$ cat config.mk
export PLATFORM = sky130hd
export DESIGN_NAME = solver_pixel_streamer
export DESIGN_NICKNAME = d
export VERILOG_FILES = /design/src/rtl/solver_pixel_streamer.sv
export SDC_FILE = /design/constraint.sdc
export NUM_CORES = 1
export LEC_CHECK = 0
export CAP_MARGIN = 10
export CORE_ASPECT_RATIO = 0.8
export CORE_MARGIN = 2
export CORE_UTILIZATION = 50
export DETAILED_ROUTE_END_ITERATION = 16
export GPL_ROUTABILITY_DRIVEN = 0
export MAX_ROUTING_LAYER = met4
export PLACE_DENSITY = 0.76
export SYNTH_ARGS = -nofsm -noshare
export SYNTH_HDL_FRONTEND = slang
export SYNTH_SLANG_ARGS = --single-unit
$ cat constraint.sdc
create_clock -name clock -period 2.52 [get_ports clock]
set_input_delay 0.504 -clock clock [delete_from_list [all_inputs] [get_ports clock]]
set_output_delay 0.504 -clock clock [all_outputs]
set_load 0.005 [all_outputs]
$ cat src/rtl/solver_pixel_streamer.sv
// Raster-scans a frame, reads escape counts from the interleaved solver RAMs,
// maps them through a palette to RGB565 and streams an Avalon-ST video packet.
module solver_pixel_streamer #(
  parameter int unsigned NUM_SOLVERS = 29,
  parameter int unsigned WIDTH       = 640,
  parameter int unsigned HEIGHT      = 480,
  parameter int unsigned RD_LATENCY  = 2,
  parameter int unsigned ITER_BITS   = 4,
  parameter int unsigned ID_BITS     = 6,
  parameter int unsigned ADDR_BITS   = 19,
  parameter int unsigned FIFO_DEPTH  = 4
) (
  input  logic                 clock,
  input  logic                 reset,
  input  logic                 run,
  input  logic                 continuous,
  input  logic [1:0]           palette_mode,
  output logic [ID_BITS-1:0]   rd_solver_id,
  output logic [ADDR_BITS-1:0] rd_addr,
  input  logic [ITER_BITS-1:0] rd_data,
  input  logic                 st_ready,
  output logic                 st_valid,
  output logic [15:0]          st_data,
  output logic                 st_sop,
  output logic                 st_eop,
  output logic                 frame_done,
  output logic                 busy
);

  localparam int unsigned NUM_PIX  = WIDTH * HEIGHT;
  localparam int unsigned PIX_BITS = (NUM_PIX > 1) ? $clog2(NUM_PIX) : 1;
  localparam int unsigned PTR_BITS = (FIFO_DEPTH > 1) ? $clog2(FIFO_DEPTH) : 1;
  localparam int unsigned CNT_BITS = $clog2(FIFO_DEPTH + 1);
  localparam int unsigned LAT_BITS = $clog2(RD_LATENCY + 1);
  localparam int unsigned SUM_BITS = CNT_BITS + LAT_BITS;

  typedef enum logic [1:0] {IDLE = 2'd0, ISSUE = 2'd1, DRAIN = 2'd2} state_t;

  state_t state, state_next;

  logic [PIX_BITS-1:0] pix;
  logic [1:0]          mode_q;

  // Sideband pipeline aligned with the RAM read latency; carries the frame's palette too.
  logic [RD_LATENCY-1:0]      sb_valid, sb_sop, sb_eop;
  logic [RD_LATENCY-1:0][1:0] sb_mode;

  logic [15:0]         mem_data [FIFO_DEPTH];
  logic                mem_sop  [FIFO_DEPTH];
  logic                mem_eop  [FIFO_DEPTH];
  logic [PTR_BITS-1:0] wr_ptr, rd_ptr;
  logic [CNT_BITS-1:0] fifo_count, count_next;

  logic [SUM_BITS-1:0] inflight, credit_used;
  logic issue, last_pix, last_id, push, pop, eop_pop;

  function automatic logic [15:0] palette(input logic [3:0] v, input logic [1:0] m);
    logic [4:0] r, b;
    logic [5:0] g;
    logic [3:0] inv;
    r   = '0;
    g   = '0;
    b   = '0;
    inv = 4'd15 - v;
    case (m)
      2'd0: begin
        r = {v, v[3]};
        g = {v, v[3:2]};
        b = {v, v[3]};
      end
      2'd1: begin
        if (!v[3]) begin
          g = {v[2:0], 3'b000};
        end else begin
          g = {inv[2:0], 3'b000};
          b = 5'd24;
        end
      end
      2'd2:    g = {v, 2'b00};
      default: r = 5'd31;
    endcase
    return {r, g, b};
  endfunction

  always_comb begin
    inflight = '0;
    for (int i = 0; i < RD_LATENCY; i++) begin
      inflight = inflight + SUM_BITS'(sb_valid[i]);
    end
    credit_used = SUM_BITS'(fifo_count) + inflight;
    issue       = (state == ISSUE) && (credit_used < SUM_BITS'(FIFO_DEPTH));
    last_pix    = (pix == PIX_BITS'(NUM_PIX - 1));
    last_id     = (rd_solver_id == ID_BITS'(NUM_SOLVERS - 1));
    push        = sb_valid[RD_LATENCY-1];
    pop         = st_valid && st_ready;
    eop_pop     = pop && st_eop;
    case ({push, pop})
      2'b10:   count_next = fifo_count + CNT_BITS'(1);
      2'b01:   count_next = fifo_count - CNT_BITS'(1);
      default: count_next = fifo_count;
    endcase
  end

  // Next-state logic
  always_comb begin
    state_next = state;
    case (state)
      IDLE:    if (run) state_next = ISSUE;
      ISSUE:   if (issue && last_pix && !continuous) state_next = DRAIN;
      DRAIN:   if (eop_pop) state_next = IDLE;
      default: state_next = IDLE;
    endcase
  end

  always_ff @(posedge clock) begin
    if (reset) state <= IDLE;
    else       state <= state_next;
  end

  assign st_data = mem_data[rd_ptr];
  assign st_sop  = mem_sop[rd_ptr];
  assign st_eop  = mem_eop[rd_ptr];

  // Read issue counters, sideband pipeline, output FIFO and status flags
  always_ff @(posedge clock) begin
    if (reset) begin
      pix          <= '0;
      rd_solver_id <= '0;
      rd_addr      <= '0;
      mode_q       <= '0;
      sb_valid     <= '0;
      sb_sop       <= '0;
      sb_eop       <= '0;
      sb_mode      <= '0;
      wr_ptr       <= '0;
      rd_ptr       <= '0;
      fifo_count   <= '0;
      st_valid     <= 1'b0;
      frame_done   <= 1'b0;
      busy         <= 1'b0;
      for (int i = 0; i < FIFO_DEPTH; i++) begin
        mem_data[i] <= '0;
        mem_sop[i]  <= 1'b0;
        mem_eop[i]  <= 1'b0;
      end
    end else begin
      if ((state == IDLE && run) || (issue && last_pix && continuous)) mode_q <= palette_mode;

      if (state == IDLE && run) begin
        pix          <= '0;
        rd_solver_id <= '0;
        rd_addr      <= '0;
      end else if (issue) begin
        if (last_pix) begin
          pix          <= '0;
          rd_solver_id <= '0;
          rd_addr      <= '0;
        end else begin
          pix <= pix + PIX_BITS'(1);
          if (last_id) begin
            rd_solver_id <= '0;
            rd_addr      <= rd_addr + ADDR_BITS'(1);
          end else begin
            rd_solver_id <= rd_solver_id + ID_BITS'(1);
          end
        end
      end

      for (int i = RD_LATENCY - 1; i > 0; i--) begin
        sb_valid[i] <= sb_valid[i-1];
        sb_sop[i]   <= sb_sop[i-1];
        sb_eop[i]   <= sb_eop[i-1];
        sb_mode[i]  <= sb_mode[i-1];
      end
      sb_valid[0] <= issue;
      sb_sop[0]   <= (pix == '0);
      sb_eop[0]   <= last_pix;
      sb_mode[0]  <= mode_q;

      if (push) begin
        mem_data[wr_ptr] <= palette(rd_data[ITER_BITS-1 -: 4], sb_mode[RD_LATENCY-1]);
        mem_sop[wr_ptr]  <= sb_sop[RD_LATENCY-1];
        mem_eop[wr_ptr]  <= sb_eop[RD_LATENCY-1];
        wr_ptr           <= wr_ptr + PTR_BITS'(1);
      end
      if (pop) rd_ptr <= rd_ptr + PTR_BITS'(1);
      fifo_count <= count_next;
      st_valid   <= (count_next != '0);
      frame_done <= eop_pop;
      busy       <= (state_next != IDLE);
    end
  end

endmodule

### Yosys cells after proc, flatten, opt, wreduce, memory -nomap -nowiden

Memory sizes are Yosys's and may differ from the RTL's. A register that Yosys moved wholly into a read port is not among the register bits.
Index checks and enable logic that the tools add are counted.
W data, S select, Z words.

| word-level totals | value |
|---|---|
| flip-flop bits (word level) | 68 |
| memory bits (writable) | 72 |
| bits of input ports | 11 |
| output and inout port bits | 46 |
| word-level logic and storage cells | 100 |
| memories | 3 |

Memory list:

| name | words | bits a word | read ports | clocked after Yosys merged registers in | write ports | RTL line | RTL |
|---|---|---|---|---|---|---|---|
| mem_data | 4 | 16 | 1 | 1 | 4 | 48 | `logic [15:0] mem_data [FIFO_DEPTH];` |
| mem_eop | 4 | 1 | 1 | 1 | 4 | 50 | `logic mem_eop [FIFO_DEPTH];` |
| mem_sop | 4 | 1 | 1 | 1 | 4 | 49 | `logic mem_sop [FIFO_DEPTH];` |

| cells by class | value |
|---|---|
| add/subtract/negate cells | 10 |
| $lt $le $gt $ge | 1 |
| equality and inequality tests | 8 |
| muxes and demuxes | 41 |
| reductions and logical operators | 21 |

Operators by type and width:

| operator | number |
|---|---|
| $mux W19 | 3 |
| $add A19 B1 Y19 const B | 2 |
| $mux W6 | 5 |
| $mux W5 | 5 |
| $mux W2 | 12 |
| $pmux W5 S2 | 2 |
| $eq A19 B19 Y1 const B | 1 |
| $logic_not A19 Y1 | 1 |
| $pmux W6 S3 | 1 |
| $mux W16 | 1 |
| $reduce_or A16 Y1 | 1 |
| $mux W1 | 10 |
| $logic_and A1 B1 Y1 | 7 |
| $add A6 B1 Y6 const B | 1 |
| $eq A2 B1 Y1 const B | 3 |
| $eq A2 B2 Y1 const B | 3 |
| $eq A6 B5 Y1 const B | 1 |
| $pmux W2 S3 | 1 |
| $pmux W3 S2 | 1 |
| $add A2 B1 Y2 const B | 2 |
| $add A3 B2 Y4 | 1 |
| $logic_not A2 Y1 | 2 |
| $lt A4 B3 Y1 const B | 1 |
| $reduce_bool A2 Y1 | 2 |
| other kinds (10) | 12 |

### Logic depth before layout (Yosys ltp)

Gate-level depths: netlist (run 1).

| logic depth | value |
|---|---|
| word-level depth | 9 |
| mapped depth | 9 |
| mapped depth without buffers | 8 |

### Worst setup path before layout (run 1)

No wires, ideal clock.

| path | value |
|---|---|
| path type | reg-to-output |
| start point | register (tool-made name) |
| end point | output port st_data[15] |
| arrival | 1.710 ns |
| data required time | 2.016 ns |
| slack | 0.306 ns |
| cell stages (with the launch flop) | 5 |
| buffers on the path | 3 |
| cell sequence | dfxtp_1 clkbuf_1 buf_2 mux4_2 buf_4 |

RTL lines:

| element | RTL line | RTL |
|---|---|---|
| end, declared | 23 | `output logic [15:0] st_data,` |

==> reports/metrics.csv, run 1 <==
metric,value,unit
Mapped Cells,555,
synthesized flop and latch total,134,
top post-synthesis cells by area,"edfxtp_1 32%, dfxtp_1 23%, nor2_1 6.9%",
top-count cell post-synth,nor2_1,
# H-tree levels,4,
leak pwr,2.71,nW
register area,0.00333,mm²
Detail Placement HPWL,8760,µm
DR WL/cell,16.5,µm
"Seq/Total Area, Yosys",0.557,
data required time at the worst endpoint,2.02,ns
Clock Path Buffers,2,
worst path arrival time,1.95,ns
Root Buffer,clkbuf_16,
total CTS buffers,17,
first-pass GRT wire length,21100,µm
type of origin of the critical path,flop,
worst-path fanout max,8,
Final ANT Viol Nets,0,
via count,4216,
Fmax achieved,0.407,GHz
first-pass detailed-route iteration total,4,
Most Crowded Layer GR,met2,
worst relative slew slack,0.561,
Final Critical Period,2.46,ns
Final period util,0.975,
clk_lat worst skew,0.41,ns
Starting Density,0.516,
share of cells above drive strength 1,0.117,
Synth top area share,0.322,
setup TNS,0,ns
WL final,12900,µm
post-route cell area,0.00733,mm²
die extent in x,126,µm
Layout Nets,641,
initial antenna violation count,0,
Mean Syn Cell Area,10.8,µm²
PD cells,712,mW/mm²
"Warnings, synthesis",0,
Via density,5.39,
CORE AREA,0.0116,mm²
CP peak stage delay,0.54,ns
Post-synth top cells,"109 x nor2_1, 70 x dfxtp_1, 64 x edfxtp_1",
crit path kind,reg -> out,
Placed Cells,750,
met2 usage,0.341,
fill count,916,
drt initial violations,238,
clock-pin slew on the worst setup and hold paths,0.05,ns
Synth Flop Type,dfxtp_1,
final hold vios,0,
Residual DRC,0,
Layout Area Growth over Synthesis,22.8,%
Clock Sinks,134,
vias in the first global route,4334,
GR Layer Usage met1,0.281,
outcome,finished clean,
Post-synth EDFFs,64,
Pwr Total,0.00522,W
Finished Layout Cells,782,
largest net degree at the start of global routing,20,
Max-Cap Viols,0,
die height,102,µm
Netlist Area Pre-Place,0.00597,mm²
diode count,0,
Top Family by Delay on Critical Path,buffers and inverters,
Final setup viols,0,
"Net Count, Synth",574,
unrepaired setup endpoints after global routing,no,
dpl cell area,0.00674,mm²
hold buffers post-CTS,0,
Worst Hold Class,reg -> reg,
post-synth top area cell,edfxtp_1,
multi-input logic area,0.00244,mm²
fin. max-slew vios,0,
Slew @ Worst Pin,0.653,ns
io pins,57,
FP Rows,35,
CP Capture Type,output port,
Die Footprint,0.0128,mm²
Buffers & Inverters on Critical Path,2,
GRT Util Overall,0.219,
grt met3 use,0.0528,
total grt overflow,0,
Port Buffer Count,56,
maximum VDD drop,399,µV
slowest CP cell,mux4_2,
CTS tree,built,
Final Skew,0.0109,ns
cells along the critical path,buf_12 -> mux4_2 -> clkdlybuf4s50_1,
unique cell type count in the Yosys netlist,47,
ys async rst share,0,
kinds of logic after synthesis:
family / Yosys count / share of synthesized area
and+or+nand+nor: 263 / 0.217
DFF: 134 / 0.557
buffers and inverters: 51 / 0.0350
xor gates and xnor gates: 45 / 0.0660
AOI/OAI and AO/OA: 36 / 0.0436
muxes: 18 / 0.0641
adders and majority gates: 8 / 0.0180
through the flow:
| step | util | hold slack (ns) | worst slack (ns) |
|---|---|---|---|
| floorplan | - | 0.414 | 0.306 |
| global placement | 0.583 | 0.428 | 0.195 |
| detailed placement | 0.583 | 0.428 | 0.139 |
| CTS | 0.632 | 0.440 | 0.00887 |
| global route | 0.634 | 0.462 | 0.00435 |
| finish | 0.634 | 0.439 | 0.0632 |
worst paths after layout:
| path | startpoint | endpoint | slack (ns) | cells past startpoint |
|---|---|---|---|---|
| worst max-delay path | flop | st_data[3] | 0.06 | 3 |
| worst min-delay path | sb_mode[1] | sb_mode[3] | 0.44 | 1 |
| worst max register to register | fifo_count[0] | rd_addr[16] | 0.24 | 6 |
| worst min register to register | sb_mode[1] | sb_mode[3] | 0.44 | 1 |
worst register-to-register path, stage by stage, from the launching register on:
cell and delay, ns:
dfxtp_1 0.41, ha_1 0.26, a21o_1 0.31, a21oi_4 0.38
nand3_4 0.16, or4_1 0.55, a21oi_1 0.15
where the power goes:
| part | switching, W | internal, W | total, W | leakage [nW] |
|---|---|---|---|---|
| combinational | 0.000211 | 0.000235 | 0.000446 | 1.20 |
| clock | 0.000850 | 0.00153 | 0.00238 | 0.275 |
| sequential | 0.0000482 | 0.00235 | 0.00240 | 1.23 |
layout make-up:
type                            instances  area share
Tap cell                              148      0.0253
Inverter                               25      0.0128
Clock buffer                           27      0.0672
Timing Repair Buffer                   74      0.0990
Clock inverter                          4     0.00956
Sequential cell                       134       0.454
Multi-Input combinational cell        370       0.332
registers in the layout (all words and copies together) (netlist names), named ones only:
name,flops
mem_data,56
pix,19
rd_addr,19
rd_solver_id,6
mem_eop,4
mem_sop,4
sb_mode,4
fifo_count,3
mode_q,2
rd_ptr,2
sb_eop,2
sb_sop,2
sb_valid,2
state,2
wr_ptr,2
busy,1
frame_done,1
st_valid,1
layout by cell type, fill, tap and decap left out, drive strengths merged, types with 3 or more instances in the layout:
master,netlist,layout
nor4,8,8
xor2,32,32
xnor2,13,13
a211oi,3,3
or2,6,6
ha,7,7
a21oi,16,16
inv,25,25
nand2,38,38
and3,17,17
nand4,19,19
nor2b,16,16
buf,6,17
nand2b,10,10
and4,3,3
clkdlybuf4s50,0,56
clkbuf,20,28
or3,4,4
mux4,16,16
nand3,17,17
or4,3,3
and2,4,4
o21ai,7,7
nor2,109,109
dfxtp,70,70
o31ai,3,3
edfxtp,64,64
per-layer routing:
layer,wire [µm],part of all wire
met1,6020,0.47
met2,5970,0.46
met3,765,0.059
met4,133,0.010
met5,0,0
what timing repair did:
action / 4_1_cts / 5_1_grt
endpoints found under the setup margin: 0 / 8
resized for setup: 0 / 2
setup buffers: 0 / 0
No activity file was read; power rests on OpenSTA's default activity.
==> run 2: changes to the inputs <==
- HOLD_SLACK_MARGIN: not set -> 0.15
- clock period: 2.52 -> 3.08 ns (I/O delays scaled with it)
==> reports/metrics.csv, run 2 (synthesis results as in run 1) <==
metric,value,unit,change
Clock Sinks,134,,unchanged
vias in the first global route,4225,,-2.5%
largest net degree at the start of global routing,37,,+85%
hold buffers post-CTS,0,,unchanged
worst-path fanout max,16,,+8
data required time at the worst endpoint,2.46,ns,+0.44 ns
Via density,5.51,,+2.2%
worst relative slew slack,0.529,,-0.0312
first-pass detailed-route iteration total,5,,+1
max FFs per register,56,,unchanged
Fmax achieved,0.369,GHz,
Final period util,0.880,,
Final Critical Period,2.71,ns,
Comb pwr share,0.082,,-0.003
CP peak stage delay,0.58,ns,+0.04 ns
outcome,finished clean,,
fill count,922,,+0.66%
DR WL/cell,16.5,µm,about the same
wire length on met3,1020,µm,+33%
sw power,0.000938,W,-15%
FF-to-FF path depth,6,,unchanged
"commonest non-fill, non-tap cells in the layout","109 x nor2_1, 70 x dfxtp_1, 64 x edfxtp_1, 56 x clkdlybuf4s50_1, 38 x nand2_1",,
Post CTS Setup Buffer Count,0,,unchanged
Layout Nets,631,,-1.6%
setup TNS,0,ns,unchanged
FP Rows,35,,unchanged
io pins,57,,unchanged
CP Capture Type,output port,,
clock-pin slew on the worst setup and hold paths,0.05,ns,about the same
final hold vios,0,,unchanged
register area,0.00332,mm²,-0.11%
Residual DRC,0,,unchanged
Detail Placement HPWL,8400,µm,-4.1%
crit path kind,reg -> out,,
initial antenna violation count,0,,unchanged
Final Skew,0.00932,ns,-0.00158 ns
# H-tree levels,4,,unchanged
Final ANT Viol Nets,0,,unchanged
leak pwr,2.65,nW,-2.1%
Die Footprint,0.0128,mm²,unchanged
slowest CP cell,mux4_2,,
final core occ,0.625,,-0.00909
share of cells above drive strength 1,0.106,,-0.0111
Layout Area Growth over Synthesis,21.1,%,
PD cells,581,mW/mm²,-18%
max layer used,met4,,
diode count,0,,unchanged
WL final,12700,µm,-1.1%
CORE AREA,0.0116,mm²,unchanged
internal power,0.00326,W,-21%
dpl cell area,0.00667,mm²,-1.0%
Root Buffer,clkbuf_16,,
"commonest non-fill, non-tap cell in the layout",nor2_1,,
via count,4259,,+1.0%
Clock Path Buffers,2,,unchanged
total grt overflow,0,,unchanged
post-route cell area,0.00723,mm²,-1.4%
maximum VDD drop,358,µV,-10%
Final setup viols,0,,unchanged
total CTS buffers,17,,unchanged
Biggest register,mem_data,,
met2 WL,5800,µm,-2.9%
Reg power frac,0.467,,+0.008
Sw Ratio,0.223,,+0.0111
DP Worst Slack,0.503,ns,+0.364 ns
Starting Density,0.516,,unchanged
die height,102,µm,unchanged
Finished Layout Cells,773,,-1.2%
unrepaired setup endpoints after global routing,no,,
final worst slack,0.370,ns,+0.307 ns
die extent in x,126,µm,unchanged
fin. max-slew vios,0,,unchanged
WL met1,5780,µm,-4.1%
first-pass GRT wire length,21200,µm,+0.49%
Port Buffer Count,56,,unchanged
Placed Cells,741,,-1.2%
type of origin of the critical path,flop,,
Hold Path Stages,1,,unchanged
Clock power frac,0.451,,-0.004
top flop regs,"mem_data x56, pix x19, rd_addr x19",,
cells along the critical path,buf_4 -> mux4_2 -> clkdlybuf4s50_1,,
Max-Cap Viols,0,,unchanged
clk_lat worst skew,0.42,ns,about the same
CTS tree,built,,
Resize count post-CTS,0,,unchanged
worst path arrival time,2.09,ns,+0.14 ns
multi-input logic area,0.00244,mm²,unchanged
drt initial violations,367,,+54%
GRT Util Overall,0.220,,+0.00104
Slew @ Worst Pin,0.703,ns,+0.0500 ns
Worst Hold Class,reg -> reg,,
## run 2: layer usage
layer | up-vias | GRT usage
li1 | 2039 | -
met1 | 2030 | 0.291
met2 | 177 | 0.329
met3 | 13 | 0.0581
met4 | 0 | 0.0811
met5 | - | -
## run 2: power groups by stage
stage	Sequential, W	Combinational, W	Clock (W)
6_report	0.00196	0.000346	0.00189
5_1_grt	0.00197	0.000375	0.00199
4_1_cts	0.00196	0.000350	0.00191
3_5_place_dp	0.00200	0.000346	0
3_3_place_gp	0.00199	0.000335	0
2_1_floorplan	0.00198	0.000220	0
## run 2: final timing paths
check                 from           to  slack, ns
max                   flop  st_data[11]       0.37
min              sb_sop[0]    sb_sop[1]       0.43
max reg2reg  fifo_count[0]  rd_addr[16]       0.76
min reg2reg      sb_sop[0]    sb_sop[1]       0.43
## run 2: worst max-delay path: cells and delay by family, from the launching register on
family / cells / cell delay [ns]
flops: 1 / 0.30
buf+inv: 2 / 0.79
mux: 1 / 0.58
## run 2: cell type report
class                           instances  area share
Clock buffer                           22      0.0658
Multi-Input combinational cell        370       0.337
Clock inverter                         10      0.0109
Tap cell                              148      0.0256
Timing Repair Buffer                   64      0.0876
Inverter                               25      0.0130
Sequential cell                       134       0.460
## run 2: per-stage QoR
step           hold WS [ns]  total power, W
2_1_floorplan         0.414         0.00220
3_3_place_gp          0.424         0.00233
3_5_place_dp          0.424         0.00234
4_1_cts               0.433         0.00422
5_1_grt               0.447         0.00433
6_report              0.431         0.00420
